$ cat src/rtl/sp_ram_arbiter.sv
// Round-robin arbiter sharing one single-port SRAM wrapper between NUM_REQ masters.
// Grants are combinational; responses (rdata/ack/err) are returned one cycle after the grant.

module sp_ram_arbiter #(
    parameter int NUM_REQ    = 2,
    parameter int ADDR_WIDTH = 15,
    parameter int DATA_WIDTH = 32,
    parameter int NUM_WORDS  = 8192
) (
    input  logic                                  clk,
    input  logic                                  rst_n,
    input  logic [NUM_REQ-1:0]                    req_i,
    input  logic [NUM_REQ-1:0][ADDR_WIDTH-1:0]    addr_i,
    input  logic [NUM_REQ-1:0]                    we_i,
    input  logic [NUM_REQ-1:0][DATA_WIDTH/8-1:0]  be_i,
    input  logic [NUM_REQ-1:0][DATA_WIDTH-1:0]    wdata_i,
    output logic [NUM_REQ-1:0]                    gnt_o,
    output logic [NUM_REQ-1:0]                    rvalid_o,
    output logic [DATA_WIDTH-1:0]                 rdata_o,
    output logic                                  err_o,
    output logic                                  ram_en_o,
    output logic [ADDR_WIDTH-1:0]                 ram_addr_o,
    output logic                                  ram_we_o,
    output logic [DATA_WIDTH/8-1:0]               ram_be_o,
    output logic [DATA_WIDTH-1:0]                 ram_wdata_o,
    input  logic [DATA_WIDTH-1:0]                 ram_rdata_i,
    input  logic                                  test_bypass_i,
    output logic                                  ram_bypass_o
);

    localparam int          PTR_W      = $clog2(NUM_REQ);
    localparam int          BE_W       = DATA_WIDTH / 8;
    localparam logic [31:0] ADDR_LIMIT = 32'(NUM_WORDS * BE_W);

    // Index base+off modulo NUM_REQ; off never exceeds NUM_REQ, so one subtraction suffices.
    function automatic logic [PTR_W-1:0] wrap_idx(input logic [PTR_W-1:0] base, input int off);
        int sum;
        sum = int'(base) + off;
        return (sum >= NUM_REQ) ? PTR_W'(sum - NUM_REQ) : PTR_W'(sum);
    endfunction

    function automatic logic [NUM_REQ-1:0] to_onehot(input logic [PTR_W-1:0] idx);
        return {{(NUM_REQ-1){1'b0}}, 1'b1} << idx;
    endfunction

    logic [PTR_W-1:0]      rr_ptr_r;
    logic [PTR_W-1:0]      cand_s;
    logic [PTR_W-1:0]      win_idx_s;
    logic                  win_found_s;
    logic                  grant_s;
    logic                  in_range_s;
    logic [ADDR_WIDTH-1:0] sel_addr_s;
    logic                  sel_we_s;
    logic [BE_W-1:0]       sel_be_s;
    logic [DATA_WIDTH-1:0] sel_wdata_s;

    logic [PTR_W-1:0]      rsp_id_r;
    logic                  rsp_v_r;
    logic                  rsp_rd_r;
    logic                  rsp_err_r;

    // Winner search: scanning offsets from highest to lowest lets the nearest requester overwrite.
    always_comb begin
        win_found_s = 1'b0;
        win_idx_s   = '0;
        cand_s      = '0;
        for (int i = NUM_REQ - 1; i >= 0; i--) begin
            cand_s      = wrap_idx(rr_ptr_r, i);
            win_found_s = win_found_s | req_i[cand_s];
            win_idx_s   = req_i[cand_s] ? cand_s : win_idx_s;
        end
    end

    // Reset gates the grant so nothing reaches the RAM while rst_n is low.
    assign grant_s     = win_found_s & rst_n;
    assign sel_addr_s  = addr_i[win_idx_s];
    assign sel_we_s    = we_i[win_idx_s];
    assign sel_be_s    = be_i[win_idx_s];
    assign sel_wdata_s = wdata_i[win_idx_s];
    assign in_range_s  = (32'(sel_addr_s) < ADDR_LIMIT);

    // Grant and RAM-side request mux; out-of-range accesses are granted but never enable the RAM.
    always_comb begin
        gnt_o       = '0;
        ram_en_o    = 1'b0;
        ram_we_o    = 1'b0;
        ram_be_o    = '0;
        ram_addr_o  = '0;
        ram_wdata_o = '0;
        if (grant_s) begin
            gnt_o       = to_onehot(win_idx_s);
            ram_en_o    = in_range_s;
            ram_we_o    = sel_we_s & in_range_s;
            ram_be_o    = in_range_s ? sel_be_s : '0;
            ram_addr_o  = sel_addr_s;
            ram_wdata_o = sel_wdata_s;
        end else begin
            gnt_o    = '0;
            ram_en_o = 1'b0;
        end
    end

    // Round-robin pointer and response tracking, loaded every edge.
    always_ff @(posedge clk or negedge rst_n) begin
        if (!rst_n) begin
            rr_ptr_r  <= '0;
            rsp_id_r  <= '0;
            rsp_v_r   <= 1'b0;
            rsp_rd_r  <= 1'b0;
            rsp_err_r <= 1'b0;
        end else begin
            rsp_id_r  <= win_idx_s;
            rsp_v_r   <= grant_s;
            rsp_rd_r  <= grant_s & in_range_s & ~sel_we_s;
            rsp_err_r <= grant_s & ~in_range_s;
            if (grant_s) begin
                rr_ptr_r <= wrap_idx(win_idx_s, 1);
            end else begin
                rr_ptr_r <= rr_ptr_r;
            end
        end
    end

    assign rvalid_o     = to_onehot(rsp_id_r) & {NUM_REQ{rsp_v_r}};
    assign rdata_o      = rsp_rd_r ? ram_rdata_i : '0;
    assign err_o        = rsp_v_r & rsp_err_r;
    assign ram_bypass_o = test_bypass_i;

    sp_ram_arbiter_chk #(
        .NUM_REQ (NUM_REQ)
    ) u_chk (
        .clk    (clk),
        .rst_n  (rst_n),
        .gnt    (gnt_o),
        .rvalid (rvalid_o),
        .ram_en (ram_en_o),
        .err    (err_o)
    );

endmodule

// Protocol invariants of the arbiter: one-hot grants/responses and grant-to-response pairing.
module sp_ram_arbiter_chk #(
    parameter int NUM_REQ = 2
) (
    input logic               clk,
    input logic               rst_n,
    input logic [NUM_REQ-1:0] gnt,
    input logic [NUM_REQ-1:0] rvalid,
    input logic               ram_en,
    input logic               err
);

    a_gnt_onehot: assert property (@(posedge clk) disable iff (!rst_n) $onehot0(gnt));
    a_rvalid_onehot: assert property (@(posedge clk) disable iff (!rst_n) $onehot0(rvalid));
    a_en_needs_gnt: assert property (@(posedge clk) disable iff (!rst_n) ram_en |-> (|gnt));
    a_gnt_then_rsp: assert property (@(posedge clk) disable iff (!rst_n) (|gnt) |=> (|rvalid));
    a_err_qualified: assert property (@(posedge clk) disable iff (!rst_n) err |-> (|rvalid));

endmodule
$ cat config.mk
export PLATFORM = sky130hd
export DESIGN_NAME = sp_ram_arbiter
export DESIGN_NICKNAME = d
export VERILOG_FILES = /design/src/rtl/sp_ram_arbiter.sv
export SDC_FILE = /design/constraint.sdc
export NUM_CORES = 1
export LEC_CHECK = 0
export BUFFER_PORTS_ARGS = -buffer_cell sky130_fd_sc_hd__buf_4
export CORE_AREA = 2 2 90 92
export CTS_BUF_LIST = sky130_fd_sc_hd__clkbuf_4
export DETAILED_ROUTE_END_ITERATION = 7
export DIE_AREA = 0 0 92 94
export MAX_ROUTING_LAYER = met4
export SYNTH_ARGS = -nofsm -noshare
export SYNTH_HDL_FRONTEND = slang
export SYNTH_SLANG_ARGS = --single-unit
$ cat constraint.sdc
create_clock -name clk -period 4 [get_ports clk]
set_clock_uncertainty 0.05 [all_clocks]
set_input_delay 1 -clock clk [delete_from_list [all_inputs] [get_ports clk]]
set_output_delay 1 -clock clk [all_outputs]
set_load 0.005 [all_outputs]
=== Word-level counts from Yosys, hierarchy flattened ===
Cells that the tools add are included.

* Flip-flop bits (word level): 4
* Bits of input ports: 141
* Output and inout port bits: 91

* Magnitude comparators: 6
* Shift operators: 2
* Mux-type cells: 24
* Add/subtract/negate cells: 5
* Bitwise logic cells: 5

{| class="wikitable"
|+ Operators by type and width
! operator !! number
|-
| 32-bit 2-to-1 mux || 4
|-
| 15-bit 2-to-1 mux || 3
|-
| 1-bit 2-to-1 mux || 13
|-
| 4-bit 2-to-1 mux || 3
|-
| 1-bit by 2-bit less-than comparator with 1-bit output (second input constant) || 3
|-
| 1-bit by 1-bit adder with 2-bit output (second input constant) || 2
|-
| 2-bit greater-or-equal comparator (second input constant) || 2
|-
| 1-bit by 1-bit << shifter with 2-bit output (first input constant) || 2
|-
| 1-bit subtractor (second input constant) || 3
|-
| 1-bit bitwise AND || 2
|-
| 2-bit bitwise AND || 1
|-
| 1-bit by 2-bit greater-or-equal comparator with 1-bit output (second input constant) || 1
|-
| 2-bit 2-to-1 mux || 1
|-
| 1-bit inverter || 1
|-
| 1-bit OR || 1
|}

=== Logic depth before layout (Yosys ltp) ===
* Word-level depth: 11
* Mapped depth: 5

=== Worst setup path before layout ===
No wires, ideal clock.

* Path type: input -> output
* From: input rst_n
* To: output ram_addr_o[11]
* Required time: 2.950 ns
* Arrival time: 1.608 ns
* Cell stages on the path: 5
* Slack: 1.342 ns
* Path through: buf_4 > buf_6 > buf_2 > nand2_1 > o22ai_1

* Longest elaborated chain between the ends: 2

{| class="wikitable"
|+ Ends and longest elaborated chain
! item !! RTL line !! RTL
|-
| start: declaration || 11 || <nowiki>input logic rst_n,</nowiki>
|-
| 1-bit bitwise AND || 75 || <nowiki>assign grant_s = win_found_s & rst_n;</nowiki>
|-
| 15-bit 2-to-1 mux || 90 || <nowiki>if (grant_s) begin</nowiki>
|-
| end: declaration || 22 || <nowiki>output logic [ADDR_WIDTH-1:0] ram_addr_o,</nowiki>
|}

No other way between the ends.

=== Worst setup path in the final report ===
* From: input req_i[0]
* To: output ram_wdata_o[15]

* Longest elaborated chain between the ends: 7

{| class="wikitable"
|+ Ends and longest elaborated chain
! item !! RTL line !! RTL
|-
| start: declaration || 12 || <nowiki>input logic [NUM_REQ-1:0] req_i,</nowiki>
|-
| 1-bit 2-to-1 mux (implied by the code) (2 in series) || 69, 70 ||
|-
| 1-bit 2-to-1 mux (2 in series) || 70 || <nowiki>win_idx_s = req_i[cand_s] ? cand_s : win_idx_s;</nowiki>
|-
| 32-bit 2-to-1 mux (implied by the code) (2 in series) || 79 || <nowiki>assign sel_wdata_s = wdata_i[win_idx_s];</nowiki>
|-
| 32-bit 2-to-1 mux * || 90 ||
|-
| end: declaration || 25 || <nowiki>output logic [DATA_WIDTH-1:0] ram_wdata_o,</nowiki>
|}

Every way passes the cells marked *; elsewhere a longest branch is shown, timed or not. The select of a mux whose other input is x is not followed.

==> results.txt <==
status - completed
port buffer count - 228
Skew-Pair Late Insertion Delay - 0.24 ns
library cells used by synthesis - 19
ANT cells - 0
Pleak - 0.00167 uW
routed wire length - 6870 um
dpl cell area - 0.00307 mm^2
Row Count - 32
compound-cell area share of the yosys netlist - 0.308
PD cells - 146 mW/mm^2
Setup TNS - 0 ns
Peak VDD IR - 43.6 uV
top cells by area, synth - nand2_1 (28%), o22ai_1 (18%), and2_1 (15%)
HP Start - rr_ptr_r
Final #Nets - 585
CORE AREA - 0.00761 mm^2
H-tree levels - 1
Mean Syn Cell Area - 5.90 um^2
Inserted Clock Buffers - 3
vias per cell - 4.40
crit path time final - 3.17 ns
most frequent cell after synthesis - nand2_1
RSZ-0062 raised after global routing - no
global placement routability congestion - 0.722
CP startpoint kind - primary input
P&R area growth vs syn - 122%
total gr overflow - 0
Synth Area in Simple Gates - 0.474
die height - 94 um
cts hold-fix bufs - 0
DPL Wire Length - 5370 um
Adder-Cell Fraction of Synth Area - 0
FMAX - 316 MHz
Post-synth EDFFs - 0
RR Startpoint - rr_ptr_r
global-route wire length before repair - 10,100 um
Worst R2R End - rsp_rd_r
Worst-Margin Slew - 0.675 ns
largest net degree at the start of global routing - 58
Worst EP arrival - 2.12 ns
post-layout util - 0.406
cells after synthesis - 236
max_cap viols - 0
# Post-CTS Setup Buffers - 0
Initial DRC Count - 70
antenna violations before repair - 0
Die Span X - 92 um
Final period util - 0.792
antenna viol nets, final - 0
largest family of logic cells by synthesized area - simple AND/OR/NAND/NOR gates
boundary pin count - 232
worst slack, placed - 0.843 ns
worst hold endpoint - rr_ptr_r
die area - 0.00865 mm^2
ys async rst share - 1.00
Mapped Nets - 377
post-cts resize count - 0
hold path depth - 1
Hold Vio Cnt, Final - 0
synthesis warning total - 0
Max stage delay on crit path - 0.48 ns
drc violations - 0
mean routed wirelength per cell - 12.6 um
share of the synthesized area in the top cell type - 0.283
WS Path Type - in2out
CP dominant cell by count - buf_4
Worst path slowest cell - nand2_4
FF-to-FF setup slack - 2.51 ns
Final setup violation count - 0
worst-path maximum fanout - 55
layout cell share with drive strength beyond 1 - 0.563
top cells by count, synth - nand2_1 (105), o22ai_1 (40), and2_1 (33), o22ai_2 (12), buf_2 (10)
met2 track demand over resource - 0.281
Worst-path clk slew - 0.04 ns
max-slew violations - 0
Critical Path RT - 2.95 ns
CTS tree - done
Synth Area in XOR/XNOR - 0
Slew HR - 0.550
Hold WC Path Type - reg2reg
DR pass1 iterations - 4
Initial Utilization - 0.183
start point of the critical path - req_i[0]
grt met1 use - 0.149
synthesized area - 0.00139 mm^2
multiplexer share of the synthesized area - 0
sequential fraction of the synthesis area - 0.0719
number of global-route vias before repair - 2,271
root buf cell - clkbuf_4
fin worst setup slack - 0.831 ns
Vias - 2,394
GR peak layer - met2
Top FF cell, synth - dfrtp_1
final instance area - 0.00309 mm^2
area leader, netlist - nand2_1
reg2reg path depth - 3
clock buffer depth - 2
flip-flop and latch count after synthesis - 4
grt met3 use - 0.0144
Tot GR Track Use - 0.143
crit-path cells - buf_4 > nand2b_2 > nand2_4 > o22ai_1 > buf_4
clk sinks - 4
Worst setup EP type - output pin
state kept, by name (all words and copies together) (netlist names):
register	count
rr_ptr_r	1
rsp_id_r	1
rsp_rd_r	1
rsp_v_r	1
per-stage QoR:
stage	power (uW)	hold WS [ns]	std cells
after floorplan	205	0.413	236
after global placement	399	0.449	541
after detailed placement	403	0.480	541
after CTS	458	0.484	544
after global routing	488	0.501	544
final	452	0.476	544
cell type report:
class,count,area [um^2]
fillers,829,4520
repair buffers,230,1740
multi-input cells,203,1090
well taps,102,128
flip-flops and latches,4,100
clock buffers,3,22.5
inverters,2,7.51
how the worst max path moves through the flow:
| stage | to | slack (ns) | depth (start not counted) |
|---|---|---|---|
| after floorplan | ram_addr_o[11] | 1.34 | 5 |
| after global placement | ram_wdata_o[15] | 0.83 | 5 |
| after detailed placement | ram_wdata_o[15] | 0.84 | 5 |
| after CTS | ram_wdata_o[15] | 0.84 | 5 |
| after global routing | ram_addr_o[13] | 0.76 | 5 |
| final | ram_wdata_o[15] | 0.83 | 5 |
worst max-delay path: cells and delay by family:
family / cells / cell delay [ns]
compound gates: 1 / 0.22
buf+inv: 2 / 0.30
simple gates: 2 / 0.55
kinds of logic (layout without fill, tap and decap cells):
logic type / count (synthesis) / in the layout
flops: 4 / 4
buf+inv: 29 / 235
compound gates: 55 / 55
other cells: 1 / 1
simple gates: 147 / 147
cell usage in the layout, fill, tap and decap left out, types with 2 or more instances in the layout:
cell	instances
o22ai_1	40
and2_1	33
buf_4	229
inv_1	2
nand2_4	2
o22ai_2	12
nand2_1	105
dfrtp_1	4
clkbuf_4	3
nor2_1	4
where the power goes:
group | total (uW) | switching [uW] | internal [uW] | leakage, uW
Clock | 52.9 | 19.2 | 33.7 | 0.0000138
Sequential | 52.5 | 7.52 | 45.0 | 0.0000488
Combinational | 347 | 141 | 206 | 0.00160
metal layers:
metal	part of all wire	routed length, um	vias up
met2	0.54	3720	133
met5	0	0	-
li1	-	-	1199
met1	0.37	2550	1054
met3	0.073	502	8
met4	0.014	98	0
No activity file was read; power rests on OpenSTA's default activity.
